`src/rtl/bus_arbiter.sv`:
```
// ============================================================================
// Module   : bus_arbiter
// Purpose  : Round-robin two-master arbiter sharing one data_bus access path.
// Revision : 1.0  initial release
// ============================================================================
`default_nettype none

module bus_arbiter #(
   parameter int MEM_LAT = 1
) (
   input  logic        clk,
   input  logic        rst,
   input  logic        m0_req,
   input  logic        m0_rw,
   input  logic [63:0] m0_addr,
   input  logic [63:0] m0_wdata,
   output logic        m0_ack,
   output logic [63:0] m0_rdata,
   output logic        m0_err,
   input  logic        m1_req,
   input  logic        m1_rw,
   input  logic [63:0] m1_addr,
   input  logic [63:0] m1_wdata,
   output logic        m1_ack,
   output logic [63:0] m1_rdata,
   output logic        m1_err,
   output logic        busy,
   output logic        bus_rw,
   output logic [63:0] bus_addr,
   output logic [63:0] bus_write,
   input  logic [63:0] bus_read,
   input  logic        bus_exception
);

   localparam logic [1:0] c_IDLE     = 2'd0;
   localparam logic [1:0] c_ACCESS   = 2'd1;
   localparam logic [1:0] c_RESP     = 2'd2;
   localparam logic [3:0] c_CNT_INIT = 4'(MEM_LAT - 1);

   logic [1:0]  r_state;
   logic        r_last;
   logic        r_win;
   logic        r_first;
   logic        r_rw;
   logic [3:0]  r_cnt;
   logic [63:0] r_addr;
   logic [63:0] r_wdata;
   logic [63:0] r_m0_rdata;
   logic [63:0] r_m1_rdata;
   logic        r_m0_err;
   logic        r_m1_err;

   logic        w_any_req;
   logic        w_pick;
   logic        w_access;

   // On a tie the master that did not win last time is served.
   assign w_any_req = m0_req | m1_req;
   assign w_pick    = (m0_req & m1_req) ? ~r_last : m1_req;
   assign w_access  = (r_state == c_ACCESS);

   always_ff @(posedge clk) begin
      if (rst) begin
         r_state    <= c_IDLE;
         r_last     <= 1'b1;
         r_win      <= 1'b0;
         r_first    <= 1'b0;
         r_rw       <= 1'b0;
         r_cnt      <= 4'd0;
         r_addr     <= 64'd0;
         r_wdata    <= 64'd0;
         r_m0_rdata <= 64'd0;
         r_m1_rdata <= 64'd0;
         r_m0_err   <= 1'b0;
         r_m1_err   <= 1'b0;
      end else begin
         case (r_state)
            c_IDLE: begin
               if (w_any_req) begin
                  r_win   <= w_pick;
                  r_last  <= w_pick;
                  r_rw    <= w_pick ? m1_rw    : m0_rw;
                  r_addr  <= w_pick ? m1_addr  : m0_addr;
                  r_wdata <= w_pick ? m1_wdata : m0_wdata;
                  r_cnt   <= c_CNT_INIT;
                  r_first <= 1'b1;
                  r_state <= c_ACCESS;
               end
            end
            c_ACCESS: begin
               r_first <= 1'b0;
               if (r_cnt != 4'd0) begin
                  r_cnt <= r_cnt - 4'd1;
               end else begin
                  if (r_win) begin
                     r_m1_rdata <= bus_read;
                     r_m1_err   <= bus_exception;
                  end else begin
                     r_m0_rdata <= bus_read;
                     r_m0_err   <= bus_exception;
                  end
                  r_state <= c_RESP;
               end
            end
            c_RESP: begin
               r_state <= c_IDLE;
            end
            default: begin
               r_state <= c_IDLE;
            end
         endcase
      end
   end

   // Write strobe only in the first access cycle: one write edge per transfer.
   assign bus_rw    = w_access & r_first & r_rw;
   assign bus_addr  = w_access ? r_addr  : 64'd0;
   assign bus_write = w_access ? r_wdata : 64'd0;

   assign busy      = (r_state != c_IDLE);
   assign m0_ack    = (r_state == c_RESP) & ~r_win;
   assign m1_ack    = (r_state == c_RESP) &  r_win;
   assign m0_rdata  = r_m0_rdata;
   assign m1_rdata  = r_m1_rdata;
   assign m0_err    = r_m0_err;
   assign m1_err    = r_m1_err;

endmodule

`default_nettype wire
```
`config.mk`:
```
export PLATFORM = sky130hd
export DESIGN_NAME = bus_arbiter
export DESIGN_NICKNAME = d
export VERILOG_FILES = /design/src/rtl/bus_arbiter.sv
export SDC_FILE = /design/constraint.sdc
export NUM_CORES = 1
export LEC_CHECK = 0
export CAP_MARGIN = 10
export CORE_AREA = 2 2 228 230
export DETAILED_ROUTE_END_ITERATION = 7
export DIE_AREA = 0 0 230 232
export MAX_ROUTING_LAYER = met4
export SLEW_MARGIN = 25
export SYNTH_ARGS = -nofsm -noshare
export SYNTH_HDL_FRONTEND = slang
export SYNTH_SLANG_ARGS = --single-unit
```
`constraint.sdc`:
```
create_clock -name clk -period 4.27 [get_ports clk]
set_input_delay 0.6405 -clock clk [delete_from_list [all_inputs] [get_ports clk]]
set_output_delay 0.6405 -clock clk [all_outputs]
set_load 0.02 [all_outputs]
```
Word-level counts from Yosys, hierarchy flattened

Cells that the tools add are included.

Bits in registers: 268
Input bits: 327
Output and inout bits: 262
Logic and storage cells: 51

Add/subtract/negate cells: 1
Eq/ne operators: 5
Mux-type cells: 14
Bitwise operators: 9
Reduce and logical (&&, ||, !) cells: 10

Operators with widths:

| kind                                                 | count |
|---|---|
| two-way mux 64 bit                                   | 4 |
| AND reduction 3 bit                                  | 3 |
| two-way mux 4 bit                                    | 2 |
| case mux 4 bit (2 select lines)                      | 1 |
| AND reduction 2 bit                                  | 3 |
| bitwise AND 1 bit                                    | 5 |
| two-way mux 2 bit                                    | 2 |
| != test 2 bit (second input constant)                | 2 |
| case mux 2 bit (2 select lines)                      | 1 |
| nonzero test 2 bit                                   | 2 |
| nonzero test 4 bit                                   | 1 |
| subtractor 4 x 1 -> 4 bit (second input constant)    | 1 |
| two-way mux 1 bit                                    | 3 |
| inverter 1 bit                                       | 3 |
| equality test 2 x 1 -> 1 bit (second input constant) | 1 |
| equality test 2 bit (second input constant)          | 1 |
| zero test 2 bit                                      | 1 |
| != test 2 x 1 -> 1 bit (second input constant)       | 1 |
| case mux 1 bit (2 select lines)                      | 1 |
| OR 1 bit                                             | 1 |

Longest topological paths before layout

Gate-level depths: netlist of the first run.

Word-level depth: 3
Depth in mapped cells: 8
Gate-level depth less buffers: 5

Worst setup path after synthesis of the first run

Ideal clock, no wire load.

Kind: flip-flop to output port
Start: register r_state[0]
End: output port bus_addr[16]
Arrival: 1.353 ns
Required time: 3.629 ns
Path slack: 2.276 ns
Stages on the path, launching flop included: 5
Buffers on the path: 2
Cell sequence: dfxtp_1 > nor2b_1 > clkbuf_1 > clkbuf_1 > and2_1

Word-level cells in the longest chain between the ends: 2

Ends and longest elaborated chain:

| what                         | RTL line | RTL |
|---|---|---|
| from (decl)                  | 40       | `logic [1:0] r_state;` |
| from (signal assigned)       | 64       | `r_state <= c_IDLE;` |
| from (signal assigned)       | 87       | `r_state <= c_ACCESS;` |
| from (signal assigned)       | 102      | `r_state <= c_RESP;` |
| equality test 2 x 1 -> 1 bit | 60       | `assign w_access = (r_state == c_ACCESS);` |
| two-way mux 64 bit           | 117      | `assign bus_addr = w_access ? r_addr : 64'd0;` |
| to (decl)                    | 29       | `output logic [63:0] bus_addr,` |

No other way between the ends.

Worst setup path after layout of the first run

Start: register r_state[0]
End: output port bus_addr[20]

The elaborated chain is that of the path after synthesis.

==> qor.yml, run 1 <==
run_status:
  status: "finished, final reports clean"
setup_path:
  required_ns: 3.63
  crit_type: "flip-flop to primary output"
  arrival_ns: 2.63
  end_kind: "primary output"
  critical_path.startpoint_type: "flip-flop"
  cp_max_fo: 68
global_route:
  groute.usage.overall_pct: 16.0
  grt_max_degree: 75
  grt_pass1_vias: 10600
  grt_pass1_wl_mm: 64.1
  gr-total-overflow: 0
  antenna_found_initial: 3
cells_and_area:
  final_cell_mix: "588 x clkdlybuf4s50_1, 268 x dfxtp_1, 259 x mux2i_1"
  fin_cells: 2377
  stdcell_area_um2: 19100
  layout-drive-gt1-share_pct: 4.73
  nFillCells: 5067
  final_common_cell: "clkdlybuf4s50_1"
  fin_nets: 1998
  syn_to_final_growth_pct: 68.4
power_and_ir_drop:
  clock_power_share_pct: 43.1
  p_seq_share_pct: 39.0
  p_per_area_nw_per_um2: 376
  worst_ir_drop_vdd_v: 0.000198
  p_leak_nw: 7.40
  swShare_pct: 25.5
  power_mw: 7.17
  power.switching_mw: 1.83
  combPwrFrac_pct: 17.9
  p_int_mw: 5.34
synth:
  avgSynthCellArea_um2: 10.1
  synth_flop_cell: "dfxtp_1"
  synth_edf_count: 0
  yosys.cell_types.count: 30
  synth_seq_cells: 268
  yosys_warnings: 0
  synth_cells: 1119
  seq_area_frac_synth_pct: 47.3
  async_reset_ff_share_pct: 0
  syn_area_um2: 11300
  syn_nets: 1448
clock_network:
  postCtsHoldBufs: 0
  clock_latency_ns: 0.52
  cts.repair.resized: 0
  path_clk_slew_ns: 0.06
  cts_max_level: 2
  cts_tree: "yes"
  clk_path_buf_depth: 3
  postCtsSetupBuffers: 0
  root_buffer: "clkbuf_16"
  cts_buffers: 34
  clock_sinks: 268
floorplanning:
  design.core.area_um2: 50900
  die_w_um: 230
  dieArea_um2: 53400
  rows: 83
  start_util_pct: 22.3
  ios: 589
  die_height_um: 232
timing:
  finalHoldViolations: 0
  finalMaxSlewViolations: 0
  rsz0062_at_grt: "no"
  setup_viol: 0
  clock-skew-final_ns: 0.0138
  clock.fmax_ghz: 0.306
  worst_slack_ns: 1.00
  finalCriticalPeriod_ns: 3.27
  period_share_pct: 76.6
  worst_pin_slew_ns: 1.01
  maxSlewHeadroom_pct: 32.8
  finalSetupTns_ns: 0
placement:
  dp_hpwl_mm: 32.3
  dp_slack_ns: 1.22
  numPlacedInstances: 2313
  place_congestion: 0.819
  place_area_um2: 17900
  io_buffers: 588
routing:
  routed_wl_mm: 43.4
  ant_nets: 0
  first_pass_iters: 6
  drc: 0
  drt-wirelength-per-cell_um: 18.2
  drtIter0Drc: 332
  via_per_inst: 4.32
  vias: 10300
flow_run:
  cap_viol_max_count: 0
min_path:
  hp-class: "flip-flop to flip-flop"
==> through the flow <==
stage | hold slack [ns] | util, %
after floorplan | 0.424 | -
after global placement | 0.436 | 35.1
after detailed placement | 0.438 | 35.1
after CTS | 0.456 | 37.5
after global routing | 0.471 | 37.5
final | 0.451 | 37.5
==> worst max-delay path, cell delays in order, from the launching register on <==
cell             delay (ns)
dfxtp_1                0.45
nor2b_4                0.20
buf_4                  0.46
and2_1                 0.27
clkdlybuf4s50_1        0.65
==> layer usage <==
layer	vias up	wire length [µm]	track usage [%]
met3	54	3560	5.32
li1	4989	-	-
met1	4824	17100	17.8
met2	398	21700	27.5
met5	-	0	-
met4	0	923	4.03
==> cells in the mapped netlist (3+ instances only) <==
master,count,area [µm²]
a21oi_1,6,30.0
and2_1,128,801
buf_1,7,26.3
buf_2,28,140
buf_6,6,67.6
clkbuf_1,53,199
dfxtp_1,268,5370
inv_1,4,15.0
mux2i_1,259,2590
nand2_1,198,743
nor3_1,3,15.0
o21ai_0,3,15.0
o2bb2ai_1,129,1130
or3_1,3,18.8
==> flip-flops by register name, summed over array words and instances, names as in the netlist <==
signal and flops:
m0_rdata 64, r_last 1, r_cnt 4, r_addr 64, r_wdata 64, r_win 1
m1_err 1, m1_rdata 64, r_first 1, r_state 2, r_rw 1, m0_err 1
==> final cells by class <==
type                    count  area, µm²  area share (%)
diodes                      4       10.0          0.0524
clock inverters            10        181           0.950
clock buffers              50       1020            5.37
well taps                 680        851            4.46
inverters                   5       21.3           0.111
repair buffers            608       6070            31.8
multi-input cells         752       5570            29.2
flip-flops and latches    268       5370            28.1
==> kinds of logic after synthesis <==
kind of cell | count (synthesis) | synth area share [%]
and+or+nand+nor | 347 | 14.8
adders and majority gates | 2 | 0.221
buffers and inverters | 99 | 3.98
muxes | 259 | 22.9
DFF | 268 | 47.3
AOI/OAI and AO/OA | 144 | 10.8
==> path summary, 6_finish.rpt <==
kind / start / end / slack [ns] / depth (start not counted)
setup / recovery: r_state[0] / bus_addr[20] / 1.00 / 4
hold / removal: r_wdata[53] / r_wdata[53] / 0.45 / 1
setup reg to reg: r_cnt[0] / m1_rdata[30] / 1.82 / 6
hold reg to reg: r_wdata[53] / r_wdata[53] / 0.45 / 1
==> power groups by stage <==
stage               Combinational [mW]  Sequential [mW]  Clock, mW
floorplan                        0.557             2.89          0
global placement                  1.29             2.84          0
detailed placement                1.30             2.84          0
CTS                               1.31             2.80       3.19
global route                      1.38             2.82       3.29
finish                            1.28             2.80       3.09
No activity file was read; power rests on OpenSTA's default activity.
==> inputs of run 2 (changes only) <==
==> constraint.sdc (replaced) <==
create_clock -name clk -period 3.3 [get_ports clk]
set_input_delay 0.495 -clock clk [delete_from_list [all_inputs] [get_ports clk]]
set_output_delay 0.495 -clock clk [all_outputs]
set_load 0.02 [all_outputs]
==> qor.yml, run 2 (synthesis gave the netlist of run 1 again) <==
run_status:
  status: "finished, final reports clean"  # unchanged
floorplanning:
  design.core.area_um2: 50900  # unchanged
  rows: 83  # unchanged
  start_util_pct: 22.3  # unchanged
  dieArea_um2: 53400  # unchanged
  die_w_um: 230  # unchanged
  ios: 589  # unchanged
  die_height_um: 232  # unchanged
setup_path:
  critical_path.startpoint_type: "flip-flop"  # unchanged
  crit_slowest_cell: "clkdlybuf4s50_1"  # unchanged
  reg2reg_from: "r_cnt[0]"  # unchanged
  worst_path_largest_cell_delay_ns: 0.61  # was 0.65 ns
  crit_type: "flip-flop to primary output"  # unchanged
  crit_start: "r_state[0]"  # unchanged
  cp_max_fo: 58  # was 68
  cp_cell_sequence: "nor2b_4 > buf_4 > and2_1 > clkdlybuf4s50_1"  # unchanged
  required_ns: 2.80  # was 3.63 ns
  arrival_ns: 2.50  # was 2.63 ns
  end_kind: "primary output"  # unchanged
global_route:
  antenna_found_initial: 2  # was 3
  groute.usage.overall_pct: 15.5  # was 16.0%
  grt_pass1_wl_mm: 62.5  # was 64.1 mm
  grt_max_degree: 100  # was 75
  grt_pass1_vias: 10300  # was 10600
  gr-total-overflow: 0  # unchanged
power_and_ir_drop:
  power_mw: 8.70  # was 7.17 mW
  p_per_area_nw_per_um2: 460  # was 376 nW/µm²
  p_leak_nw: 7.33  # was 7.40 nW
  worst_ir_drop_vdd_v: 0.000404  # was 0.000198 V
timing:
  rsz0062_at_grt: "no"  # unchanged
  finalMaxSlewViolations: 0  # unchanged
  period_share_pct: 90.6
  worst_pin_slew_ns: 0.741  # was 1.01 ns
  clock-skew-final_ns: 0.0172  # was 0.0138 ns
  finalSetupTns_ns: 0  # unchanged
  maxSlewHeadroom_pct: 50.6  # was 32.8%
  finalCriticalPeriod_ns: 2.99
  clock.fmax_ghz: 0.334
  finalHoldViolations: 0  # unchanged
  setup_viol: 0  # unchanged
clock_network:
  cts_buffers: 31  # was 34
  cts_tree: "yes"  # unchanged
  clock_sinks: 268  # unchanged
  root_buffer: "clkbuf_16"  # unchanged
  cts_max_level: 1  # was 2
  cts.repair.resized: 0  # unchanged
  path_clk_slew_ns: 0.06  # about the same
  postCtsHoldBufs: 0  # unchanged
  postCtsSetupBuffers: 0  # unchanged
  clock_latency_ns: 0.60  # was 0.52 ns
  clk_path_buf_depth: 3  # unchanged
routing:
  vias: 10100  # was 10300
  ant_nets: 0  # unchanged
  first_pass_iters: 7  # was 6
  via_per_inst: 4.29  # was 4.32
  drc: 0  # unchanged
  routed_wl_mm: 42.6  # was 43.4 mm
  drtIter0Drc: 355  # was 332
  drt-wirelength-per-cell_um: 18.0  # was 18.2 µm
cells_and_area:
  final_common_cell: "clkdlybuf4s50_1"  # unchanged
  fin_nets: 1990  # was 1998
  final_cell_mix: "588 x clkdlybuf4s50_1, 268 x dfxtp_1, 259 x mux2i_1"  # unchanged
  layout-drive-gt1-share_pct: 4.57  # was 4.73%
  stdcell_area_um2: 18900  # was 19100 µm²
  syn_to_final_growth_pct: 67.0  # was 68.4%
placement:
  place_congestion: 0.802  # was 0.819
  io_buffers: 588  # unchanged
  dp_hpwl_mm: 31.1  # was 32.3 mm
  place_area_um2: 17900  # about the same
min_path:
  worstHoldStart: "r_wdata[33]"  # was r_wdata[53]
  hp-class: "flip-flop to flip-flop"  # unchanged
flow_run:
  cap_viol_max_count: 0  # unchanged
run 2: final timing paths:
check / endpoint / slack (ns) / cells past startpoint
max: bus_addr[61] / 0.31 / 4
min: r_wdata[33] / 0.45 / 1
max reg2reg: m1_rdata[51] / 0.98 / 6
min reg2reg: r_wdata[33] / 0.45 / 1
run 2: final cells by class:
type | count | area, µm²
well taps | 680 | 851
clock buffers | 45 | 928
fillers | 5058 | 31900
diodes | 2 | 5.00
clock inverters | 13 | 87.6
inverters | 5 | 21.3
flip-flops and latches | 268 | 5370
repair buffers | 603 | 6110
multi-input cells | 752 | 5570
run 2: layer usage:
metal / track usage (%) / routed length, µm / up-vias
li1: - / - / 4990
met1: 18.0 / 17800 / 4726
met2: 26.9 / 20800 / 386
met3: 4.38 / 3230 / 45
met4: 2.60 / 688 / 0
met5: - / 0 / -
run 2: worst max-delay path, delay by kind of cell (launching register included):
kind | cells | cell delay [ns]
AND/OR/NAND/NOR | 2 | 0.42
flip-flops | 1 | 0.42
buffers and inverters | 2 | 1.01
run 2: metrics by stage:
step	cells	util [%]	hold WS, ns	setup WS (ns)
2_1_floorplan	1119	-	0.424	1.45
3_3_place_gp	2308	35.2	0.436	0.906
3_5_place_dp	2308	35.2	0.438	0.877
4_1_cts	2366	37.2	0.443	0.227
5_1_grt	2367	37.2	0.462	0.153
6_report	2368	37.2	0.452	0.309
run 2: power by group:
part / total [mW] / internal [mW] / switching [mW]
Clock: 3.41 / 1.95 / 1.46
Combinational: 1.67 / 0.891 / 0.776
Sequential: 3.63 / 3.49 / 0.139
